===== src/rtl/uart_pkg.sv =====
// Shared types and defaults for the UART receive path.
package uart_pkg;

  typedef enum logic [2:0] {
    IDLE,
    START,
    DATA,
    PARITY,
    STOP,
    BREAK
  } uart_rx_state_t;

  localparam int UART_DEFAULT_CLKS_PER_BIT = 868;
  localparam int UART_DATA_W               = 8;

endpackage


===== src/rtl/uart_rx_if.sv =====
// Character output bus of uart_rx toward the hex loader.
// The parity error strobe exists only when UART_RX_PARITY_EN is defined.
interface uart_rx_if;

  logic [7:0] o_rx_data;
  logic       o_rx_stb;
  logic       o_frame_err;
`ifdef UART_RX_PARITY_EN
  logic       o_parity_err;

  modport master (output o_rx_data, o_rx_stb, o_frame_err, o_parity_err);
  modport slave  (input  o_rx_data, o_rx_stb, o_frame_err, o_parity_err);
`else
  modport master (output o_rx_data, o_rx_stb, o_frame_err);
  modport slave  (input  o_rx_data, o_rx_stb, o_frame_err);
`endif

endinterface


===== src/rtl/sync_2ff.sv =====
// Generic two-flop synchronizer for a single asynchronous input bit.
module sync_2ff #(
  parameter logic RST_VAL = 1'b1
) (
  input  logic i_clk,
  input  logic i_reset,
  input  logic i_d,
  output logic o_q
);

  logic meta;

  always_ff @(posedge i_clk or posedge i_reset) begin
    if (i_reset) begin
      meta <= RST_VAL;
      o_q  <= RST_VAL;
    end else begin
      meta <= i_d;
      o_q  <= meta;
    end
  end

endmodule


===== src/rtl/uart_rx.sv =====
// UART receiver, 8 data bits LSB first, one stop bit, mid-bit sampling.
// Define UART_RX_PARITY_EN to add an even parity bit and the parity error strobe.
module uart_rx
  import uart_pkg::*;
#(
  parameter int CLKS_PER_BIT = UART_DEFAULT_CLKS_PER_BIT
) (
  input  logic      i_clk,
  input  logic      i_reset,
  input  logic      i_rx,
  uart_rx_if.master rx_bus
);

  localparam int DATA_W = UART_DATA_W;
  localparam int CNT_W  = $clog2(CLKS_PER_BIT);
  localparam logic [CNT_W-1:0] HALF_LAST = CNT_W'(CLKS_PER_BIT / 2 - 1);
  localparam logic [CNT_W-1:0] FULL_LAST = CNT_W'(CLKS_PER_BIT - 1);

  if (CLKS_PER_BIT < 4) begin : g_bad_cfg
    $error("uart_rx: CLKS_PER_BIT must be at least 4");
  end

  logic                rx_s;
  uart_rx_state_t      state_q,  state_d;
  logic [CNT_W-1:0]    baud_cnt, baud_cnt_d;
  logic [2:0]          bit_idx,  bit_idx_d;
  logic [DATA_W-1:0]   shift_q,  shift_d;
  logic [DATA_W-1:0]   data_q,   data_d;
  logic                stb_q,    stb_d;
  logic                ferr_q,   ferr_d;
`ifdef UART_RX_PARITY_EN
  logic                par_q,    par_d;
  logic                perr_q,   perr_d;

  function automatic logic parity_ok(input logic [DATA_W-1:0] d, input logic p);
    return ~^{d, p};
  endfunction
`endif

  sync_2ff #(.RST_VAL(1'b1)) u_sync (
    .i_clk   (i_clk),
    .i_reset (i_reset),
    .i_d     (i_rx),
    .o_q     (rx_s)
  );

  always_comb begin
    state_d    = state_q;
    baud_cnt_d = baud_cnt;
    bit_idx_d  = bit_idx;
    shift_d    = shift_q;
    data_d     = data_q;
    stb_d      = 1'b0;
    ferr_d     = 1'b0;
`ifdef UART_RX_PARITY_EN
    par_d      = par_q;
    perr_d     = 1'b0;
`endif
    case (state_q)
      IDLE: begin
        if (!rx_s) begin
          baud_cnt_d = '0;
          state_d    = START;
        end
      end
      START: begin
        if (baud_cnt == HALF_LAST) begin
          // A start bit that is high again at its midpoint was only a glitch.
          if (rx_s) begin
            state_d = IDLE;
          end else begin
            baud_cnt_d = '0;
            bit_idx_d  = '0;
            state_d    = DATA;
          end
        end else begin
          baud_cnt_d = baud_cnt + CNT_W'(1);
        end
      end
      DATA: begin
        if (baud_cnt == FULL_LAST) begin
          baud_cnt_d = '0;
          shift_d    = {rx_s, shift_q[DATA_W-1:1]};
          bit_idx_d  = bit_idx + 3'd1;
          if (bit_idx == 3'd7) begin
`ifdef UART_RX_PARITY_EN
            state_d = PARITY;
`else
            state_d = STOP;
`endif
          end
        end else begin
          baud_cnt_d = baud_cnt + CNT_W'(1);
        end
      end
`ifdef UART_RX_PARITY_EN
      PARITY: begin
        if (baud_cnt == FULL_LAST) begin
          baud_cnt_d = '0;
          par_d      = rx_s;
          state_d    = STOP;
        end else begin
          baud_cnt_d = baud_cnt + CNT_W'(1);
        end
      end
`endif
      STOP: begin
        if (baud_cnt == FULL_LAST) begin
          baud_cnt_d = '0;
          if (!rx_s) begin
            ferr_d  = 1'b1;
            state_d = BREAK;
`ifdef UART_RX_PARITY_EN
          end else if (!parity_ok(shift_q, par_q)) begin
            perr_d  = 1'b1;
            state_d = IDLE;
`endif
          end else begin
            data_d  = shift_q;
            stb_d   = 1'b1;
            state_d = IDLE;
          end
        end else begin
          baud_cnt_d = baud_cnt + CNT_W'(1);
        end
      end
      BREAK: begin
        // A held-low line must report once, not be parsed as a stream of zero bytes.
        if (rx_s) begin
          state_d = IDLE;
        end
      end
      default: state_d = IDLE;
    endcase
  end

  always_ff @(posedge i_clk or posedge i_reset) begin
    if (i_reset) begin
      state_q  <= IDLE;
      baud_cnt <= '0;
      bit_idx  <= '0;
      data_q   <= '0;
      stb_q    <= 1'b0;
      ferr_q   <= 1'b0;
`ifdef UART_RX_PARITY_EN
      perr_q   <= 1'b0;
`endif
    end else begin
      state_q  <= state_d;
      baud_cnt <= baud_cnt_d;
      bit_idx  <= bit_idx_d;
      data_q   <= data_d;
      stb_q    <= stb_d;
      ferr_q   <= ferr_d;
`ifdef UART_RX_PARITY_EN
      perr_q   <= perr_d;
`endif
    end
  end

  always_ff @(posedge i_clk) begin
    shift_q <= shift_d;
`ifdef UART_RX_PARITY_EN
    par_q   <= par_d;
`endif
  end

  assign rx_bus.o_rx_data   = data_q;
  assign rx_bus.o_rx_stb    = stb_q;
  assign rx_bus.o_frame_err = ferr_q;
`ifdef UART_RX_PARITY_EN
  assign rx_bus.o_parity_err = perr_q;
`endif

endmodule


===== src/flat_wrapper.sv =====
// flat-port wrapper written by rule: the top's interface ports become plain ports
module uart_rx_flat import uart_pkg::*;
#(
  parameter int CLKS_PER_BIT = UART_DEFAULT_CLKS_PER_BIT
)
  (i_clk, i_reset, i_rx, rx_bus_o_rx_data, rx_bus_o_rx_stb, rx_bus_o_frame_err);
  uart_rx_if rx_bus_i ();
  input  logic i_clk;
  input  logic i_reset;
  input  logic i_rx;
  output wire logic [$bits(rx_bus_i.o_rx_data)-1:0] rx_bus_o_rx_data;
  output wire logic [$bits(rx_bus_i.o_rx_stb)-1:0] rx_bus_o_rx_stb;
  output wire logic [$bits(rx_bus_i.o_frame_err)-1:0] rx_bus_o_frame_err;
  assign rx_bus_o_rx_data = rx_bus_i.o_rx_data;
  assign rx_bus_o_rx_stb = rx_bus_i.o_rx_stb;
  assign rx_bus_o_frame_err = rx_bus_i.o_frame_err;
  uart_rx #(.CLKS_PER_BIT(CLKS_PER_BIT)) u_core (.i_clk(i_clk), .i_reset(i_reset), .i_rx(i_rx), .rx_bus(rx_bus_i));
endmodule

===== config.mk =====
export PLATFORM = sky130hd
export DESIGN_NAME = uart_rx_flat
export DESIGN_NICKNAME = d
export VERILOG_FILES = /design/src/rtl/uart_pkg.sv /design/src/rtl/uart_rx_if.sv /design/src/rtl/sync_2ff.sv /design/src/rtl/uart_rx.sv /design/src/flat_wrapper.sv
export SDC_FILE = /design/constraint.sdc
export NUM_CORES = 1
export LEC_CHECK = 0
export CAP_MARGIN = 20
export CORE_MARGIN = 2
export CORE_UTILIZATION = 40
export DETAILED_ROUTE_END_ITERATION = 10
export PLACE_DENSITY = 0.61
export SLEW_MARGIN = 0
export SYNTH_ARGS = -nofsm -noshare
export SYNTH_HDL_FRONTEND = slang
export SYNTH_SLANG_ARGS = --single-unit

===== constraint.sdc =====
create_clock -name i_clk -period 2 [get_ports i_clk]
set_input_delay 0.2 -clock i_clk [delete_from_list [all_inputs] [get_ports i_clk]]
set_output_delay 0.2 -clock i_clk [all_outputs]
set_load 0.01 [all_outputs]

==> results.py, run 1 <==
metrics = {
    "cells_and_area": {
        "nets": 171,
        "antenna_cells": 0,
        "finalNonFillerCells": 217,
        "layout_common_cells": "dfrtp_1, inv_1, clkdlybuf4s50_1",
        "final_util_pct": 48.2,
        "fin_area_um2": 2080,
        "final_common_cell": "dfrtp_1",
        "syn_to_final_growth_pct": 17.3,
        "drive_gt1_share_pct": 23.6,
    },
    "cts": {
        "clock_latency_ns": 0.29,
        "cts_setup_buffers": 0,
        "cts-root-buf": "clkbuf_8",
        "cts_tree": "built",
        "path_clk_slew_ns": 0.07,
        "cts_max_level": 2,
        "cts_buffer_depth": 2,
        "numCtsBuffers": 5,
        "cts.sinks": 36,
    },
    "global_routing": {
        "grt_pass1_vias": 1263,
        "grt_max_degree": 29,
        "gr-total-overflow": 0,
        "grt_pass1_wl_um": 5710,
        "track_usage_pct": 14.7,
        "antenna_found_initial": 0,
    },
    "worst_setup_path": {
        "r2r-end": "u_core.rx_bus.o_rx_data[7]",
        "cp-end-kind": "flop",
        "slowest_delay_ns": 0.45,
        "worstPathArrival_ns": 2.01,
        "crit_chain": "ha_1 -> and4bb_1 -> and3_2 -> nand3_4 -> mux2_2",
        "crit_start": "u_core.baud_cnt[0]",
        "cp_data_required_time_ns": 2.17,
        "path_buf_inv": 0,
        "rr_startpoint": "u_core.baud_cnt[0]",
        "critPathMaxFanout": 9,
        "r2r_setup_slack_ns": 0.16,
        "cp_top_family": "simple AND/OR/NAND/NOR gates",
        "crit_type": "flop to flop",
        "startpoint_type": "flop",
        "cp_slowest_cell": "dfrtp_1",
        "r2r_cells": 5,
    },
    "placement": {
        "dp_hpwl_um": 2280,
        "io_buffers": 12,
        "dpl_cell_area_um2": 1950,
        "place.gp.congestion": 0.795,
        "place_inst": 209,
    },
    "pwr": {
        "p_per_area_nw_per_um2": 673,
        "pwr-share-clk_pct": 44.9,
        "pwr-share-comb_pct": 1.4,
        "p_leak_nw": 0.882,
        "finalPower_mw": 1.40,
        "p_switching_mw": 0.276,
        "switching_share_pct": 19.7,
        "internal-power_mw": 1.13,
        "ir_drop_mv": 0.381,
        "seq_power_share_pct": 53.7,
    },
    "sta": {
        "final.setup.tns_ns": 0,
        "worst_slew_pin_slew_ns": 0.406,
        "period_minus_slack_ns": 1.84,
        "fin_worst_skew_ns": 0.00569,
        "finalSetupViolations": 0,
        "slew_viol_final": 0,
        "hold_violations": 0,
        "maxSlewHeadroom_pct": 73.0,
        "timing.final.crit_share_pct": 91.9,
        "rsz0062_at_grt": "no",
        "fmax_mhz": 544,
    },
    "drt": {
        "wl_per_cell_um": 14.7,
        "vias_per_cell": 5.54,
        "drt_first_pass_iters": 4,
        "ant_nets": 0,
        "wl_um": 3180,
        "post-route-drc-count": 0,
        "num_vias": 1203,
        "drt_iter0_drc": 39,
        "wl_met3_um": 101,
        "wl_met1_um": 1450,
        "wl_met2_um": 1580,
        "topRoutingLayerUsed": "met4",
    },
    "synth": {
        "synth_cell_types": 50,
        "synth_area_um2": 1780,
        "synth_top_area_cell": "dfrtp_1",
        "ys_ff_latch": 36,
        "synth.avg_cell_area_um2": 12.1,
        "synth_edf_count": 8,
        "yosysWarnings": 0,
        "seq_area_frac_synth_pct": 53.1,
        "synth_nets": 154,
        "synth_top_area_share_pct": 36.6,
        "synthTopCellsByArea": "dfrtp_1, edfxtp_1, mux2_2, dfstp_2, ha_1",
        "synthArstFlopShare_pct": 77.8,
        "synth_cells": 147,
        "synth_ff_type": "dfrtp_1",
    },
    "die": {
        "core_area_um2": 4320,
        "fp.dieW_um": 70.6,
        "pin_count": 13,
        "die_area_um2": 4990,
        "start_util_pct": 41.1,
        "die-height_um": 70.6,
        "num_rows": 24,
    },
    "min_path": {
        "hold_class": "primary input to asynchronous set/reset pin",
    },
    "run": {
        "maxCapViolations": 0,
    },
    "run_status": {
        "outcome": "finished clean",
    },
}
-- flip-flops by register name, summed over array words and instances, names as in the netlist --
register                   cells
u_core.u_sync.o_q              1
u_core.bit_idx                 3
u_core.shift_q                 8
u_core.state_q                 3
u_core.rx_bus.o_rx_stb         1
u_core.u_sync.meta             1
u_core.rx_bus.o_frame_err      1
u_core.rx_bus.o_rx_data        8
u_core.baud_cnt               10
-- layer usage --
layer | up-vias | GRT usage [%]
met2 | 20 | 23.6
met3 | 5 | 4.70
met1 | 591 | 18.7
met5 | - | 0
met4 | 0 | 5.66
li1 | 587 | -
-- power by group through the flow --
| stage | clock network, mW | logic (mW) | registers [mW] |
|---|---|---|---|
| global placement | 0 | 0.0200 | 0.768 |
| floorplan | 0 | 0.0111 | 0.767 |
| global route | 0.689 | 0.0230 | 0.753 |
| finish | 0.630 | 0.0193 | 0.753 |
| CTS | 0.648 | 0.0205 | 0.753 |
| detailed placement | 0 | 0.0206 | 0.768 |
-- worst max path at each step --
| stage | endpoint | slack, ns | cells after the start |
|---|---|---|---|
| after detailed placement | u_core.rx_bus.o_rx_data[2] | 0.08 | 5 |
| after floorplan | u_core.rx_bus.o_rx_data[0] | 0.26 | 6 |
| after global placement | u_core.rx_bus.o_rx_data[2] | 0.11 | 5 |
| after global routing | u_core.rx_bus.o_rx_data[7] | 0.04 | 5 |
| final | u_core.rx_bus.o_rx_data[7] | 0.16 | 5 |
| after CTS | u_core.rx_bus.o_rx_data[2] | 0.08 | 5 |
-- repair_timing --
| item | 4_1_cts | 5_1_grt |
|---|---|---|
| endpoints found under the setup margin | 0 | 18 |
| hold buffers | 0 | 0 |
| resized for setup | 0 | 4 |
| endpoints found under the hold margin | 0 | 0 |
-- final cells by class --
type / instances / area, um^2
Timing Repair Buffer: 16 / 150
Tap cell: 52 / 65.1
Multi-Input combinational cell: 92 / 764
Fill cell: 412 / 2240
Clock inverter: 3 / 42.5
Sequential cell: 36 / 943
Clock buffer: 5 / 68.8
Inverter: 13 / 48.8
-- worst min-delay path: stages --
cell,delay (ns)
clkdlybuf4s50_1,0.39
inv_1,0.05
buf_4,0.33
-- stage by stage --
| step | hold slack [ns] | setup slack (ns) |
|---|---|---|
| 2_1_floorplan | 0.204 | 0.260 |
| 3_3_place_gp | 0.345 | 0.112 |
| 3_5_place_dp | 0.349 | 0.0842 |
| 4_1_cts | 0.288 | 0.0783 |
| 5_1_grt | 0.305 | 0.0356 |
| 6_report | 0.278 | 0.161 |
-- Yosys cell counts, types with 2 or more instances --
| master | n |
|---|---|
| o21ai_0 | 6 |
| o22ai_1 | 3 |
| edfxtp_1 | 8 |
| and4_2 | 2 |
| and2_1 | 3 |
| buf_2 | 2 |
| o2111ai_1 | 3 |
| inv_1 | 13 |
| a31oi_2 | 2 |
| a21oi_1 | 3 |
| nand2_1 | 4 |
| nor2_1 | 5 |
| dfrtp_1 | 26 |
| o211ai_1 | 6 |
| buf_6 | 2 |
| nor3_1 | 4 |
| a22o_1 | 3 |
| o21ai_2 | 2 |
| o221ai_1 | 3 |
| nand4_1 | 2 |
| mux2_2 | 8 |
| nand3_1 | 2 |
| and3_2 | 2 |
| xnor2_1 | 3 |
| ha_1 | 4 |
| dfstp_2 | 2 |
-- logic make-up after synthesis --
family	synth area share (%)
buffers and inverters	5.22
muxes	6.48
DFF	53.1
and+or+nand+nor	14.6
AOI/OAI and AO/OA	16.3
adders and majority gates	2.82
xor gates and xnor gates	1.48
(Power assumes the default switching activity.)
==> inputs of run 2 (changes only) <==
Settings changed: PLACE_DENSITY 0.61 to 0.58.
==> run 2 against run 1 <==
Effect of this change:
- clock power fell by 19%
- worst setup slack got worse by 0.040 ns
- via count rose by 1.5%
- sequential power barely moved
- clock-buffer cell count did not move
- critical path depth did not move
- die area did not move
==> results.py, run 2 (synthesis results as in run 1) <==
metrics = {
    "run_status": {
        "outcome": "finished clean",
    },
    "sta": {
        "fin_worst_skew_ns": 0.00934,
        "slew_viol_final": 0,
        "worst_slew_pin_slew_ns": 0.585,
        "final.setup.tns_ns": 0,
        "finalSetupViolations": 0,
        "timing.final.crit_share_pct": 94.0,
        "period_minus_slack_ns": 1.88,
        "maxSlewHeadroom_pct": 60.9,
        "fin_ws_ns": 0.121,
        "hold_violations": 0,
        "hold_ws_ns": 0.282,
        "fmax_mhz": 532,
        "rsz0062_at_grt": "no",
    },
    "placement": {
        "io_buffers": 12,
        "dp_hpwl_um": 2310,
        "place.gp.congestion": 0.750,
        "place_inst": 209,
        "preCtsSetupSlack_ns": 0.0814,
    },
    "die": {
        "core_area_um2": 4320,
        "start_util_pct": 41.1,
        "num_rows": 24,
        "pin_count": 13,
        "die-height_um": 70.6,
        "die_area_um2": 4990,
        "fp.dieW_um": 70.6,
    },
    "worst_setup_path": {
        "r2r_setup_slack_ns": 0.12,
        "cp-end-kind": "flop",
        "worstPathArrival_ns": 2.04,
        "critPathMaxFanout": 9,
        "rr_startpoint": "u_core.baud_cnt[0]",
        "r2r-end": "u_core.rx_bus.o_rx_data[2]",
        "r2r_cells": 5,
        "crit_type": "flop to flop",
        "cp_data_required_time_ns": 2.16,
        "startpoint_type": "flop",
    },
    "pwr": {
        "pwr-share-clk_pct": 39.6,
        "internal-power_mw": 1.00,
        "p_switching_mw": 0.281,
        "p_per_area_nw_per_um2": 627,
        "switching_share_pct": 21.9,
        "seq_power_share_pct": 58.8,
        "pwr-share-comb_pct": 1.5,
        "p_leak_nw": 0.874,
        "ir_drop_mv": 0.449,
        "finalPower_mw": 1.28,
    },
    "cells_and_area": {
        "drive_gt1_share_pct": 23.6,
        "final_common_cell": "dfrtp_1",
        "finalNonFillerCells": 217,
        "syn_to_final_growth_pct": 15.0,
        "antenna_cells": 0,
        "regMostFlops": "u_core.baud_cnt",
        "nets": 171,
        "largest_reg_flops": 10,
        "layout_common_cells": "dfrtp_1, inv_1, clkdlybuf4s50_1",
    },
    "drt": {
        "drt_first_pass_iters": 4,
        "ant_nets": 0,
        "drt_iter0_drc": 36,
        "num_vias": 1221,
        "vias_per_cell": 5.63,
        "post-route-drc-count": 0,
        "wl_um": 3350,
        "wl_per_cell_um": 15.4,
    },
    "cts": {
        "path_clk_slew_ns": 0.08,
        "cts_buffer_depth": 2,
        "numCtsBuffers": 5,
        "clock_latency_ns": 0.28,
        "cts_setup_buffers": 0,
        "cts_max_level": 2,
        "hold_buffers": 0,
        "cts-root-buf": "clkbuf_8",
        "cts.sinks": 36,
        "cts_tree": "built",
    },
    "run": {
        "maxCapViolations": 0,
    },
    "global_routing": {
        "gr-total-overflow": 0,
        "antenna_found_initial": 0,
        "grt_pass1_wl_um": 5800,
        "grt_pass1_vias": 1262,
        "grt_max_degree": 29,
        "track_usage_pct": 14.9,
    },
    "min_path": {
        "hold_class": "primary input to asynchronous set/reset pin",
    },
}
[run 2: cell types whose count changed in the layout (fill, tap and decap cells not counted), sizes merged]
| cell | delta |
|---|---|
| clkinv | +2 |
| clkinvlp | -1 |
| bufinv | -1 |
[run 2: how the worst max path moves through the flow]
stage	slack, ns	depth (start not counted)	from	end
floorplan	0.26	6	u_core.baud_cnt[0]	u_core.rx_bus.o_rx_data[0]
global placement	0.13	5	u_core.baud_cnt[0]	u_core.rx_bus.o_rx_data[2]
detailed placement	0.08	5	u_core.baud_cnt[0]	u_core.rx_bus.o_rx_data[2]
CTS	0.06	5	u_core.baud_cnt[0]	u_core.rx_bus.o_rx_data[2]
global route	0.007	6	u_core.baud_cnt[1]	u_core.baud_cnt[8]
finish	0.12	5	u_core.baud_cnt[0]	u_core.rx_bus.o_rx_data[2]
[run 2: area by class of cell]
cell class | count | area [um^2]
Fill cell | 414 | 2280
Sequential cell | 36 | 943
Multi-Input combinational cell | 92 | 747
Timing Repair Buffer | 16 | 150
Clock buffer | 5 | 68.8
Tap cell | 52 | 65.1
Inverter | 13 | 48.8
Clock inverter | 3 | 18.8
[run 2: critical path, cell delays in order (launching register included)]
cell	delay, ns
dfrtp_1	0.44
ha_1	0.25
and4bb_1	0.27
and3_2	0.29
nand3_4	0.16
mux2_4	0.34
[run 2: timing repair]
action / in CTS / in global routing
resized for setup: 0 / 2
hold endpoints to repair: 0 / 0
endpoints found under the setup margin: 0 / 19
[run 2: per-layer routing]
metal,up-vias,wire (um),GRT usage (%)
met1,594,1650,20.4
met3,8,144,4.99
met4,0,54,6.08
met2,32,1500,21.8
li1,587,-,-
met5,-,0,0
[run 2: per-stage QoR]
stage	area, um^2	utilization [%]
after floorplan	1780	-
after global placement	1950	45.0
after detailed placement	1950	45.0
after CTS	2030	47.0
after global routing	2040	47.2
final	2040	47.2
[run 2: power by group through the flow]
stage / Sequential [mW] / Clock, mW / Combinational [mW]
after CTS: 0.753 / 0.527 / 0.0208
final: 0.753 / 0.508 / 0.0195
after floorplan: 0.767 / 0 / 0.0111
after global routing: 0.754 / 0.567 / 0.0231
after detailed placement: 0.768 / 0 / 0.0206
after global placement: 0.768 / 0 / 0.0202
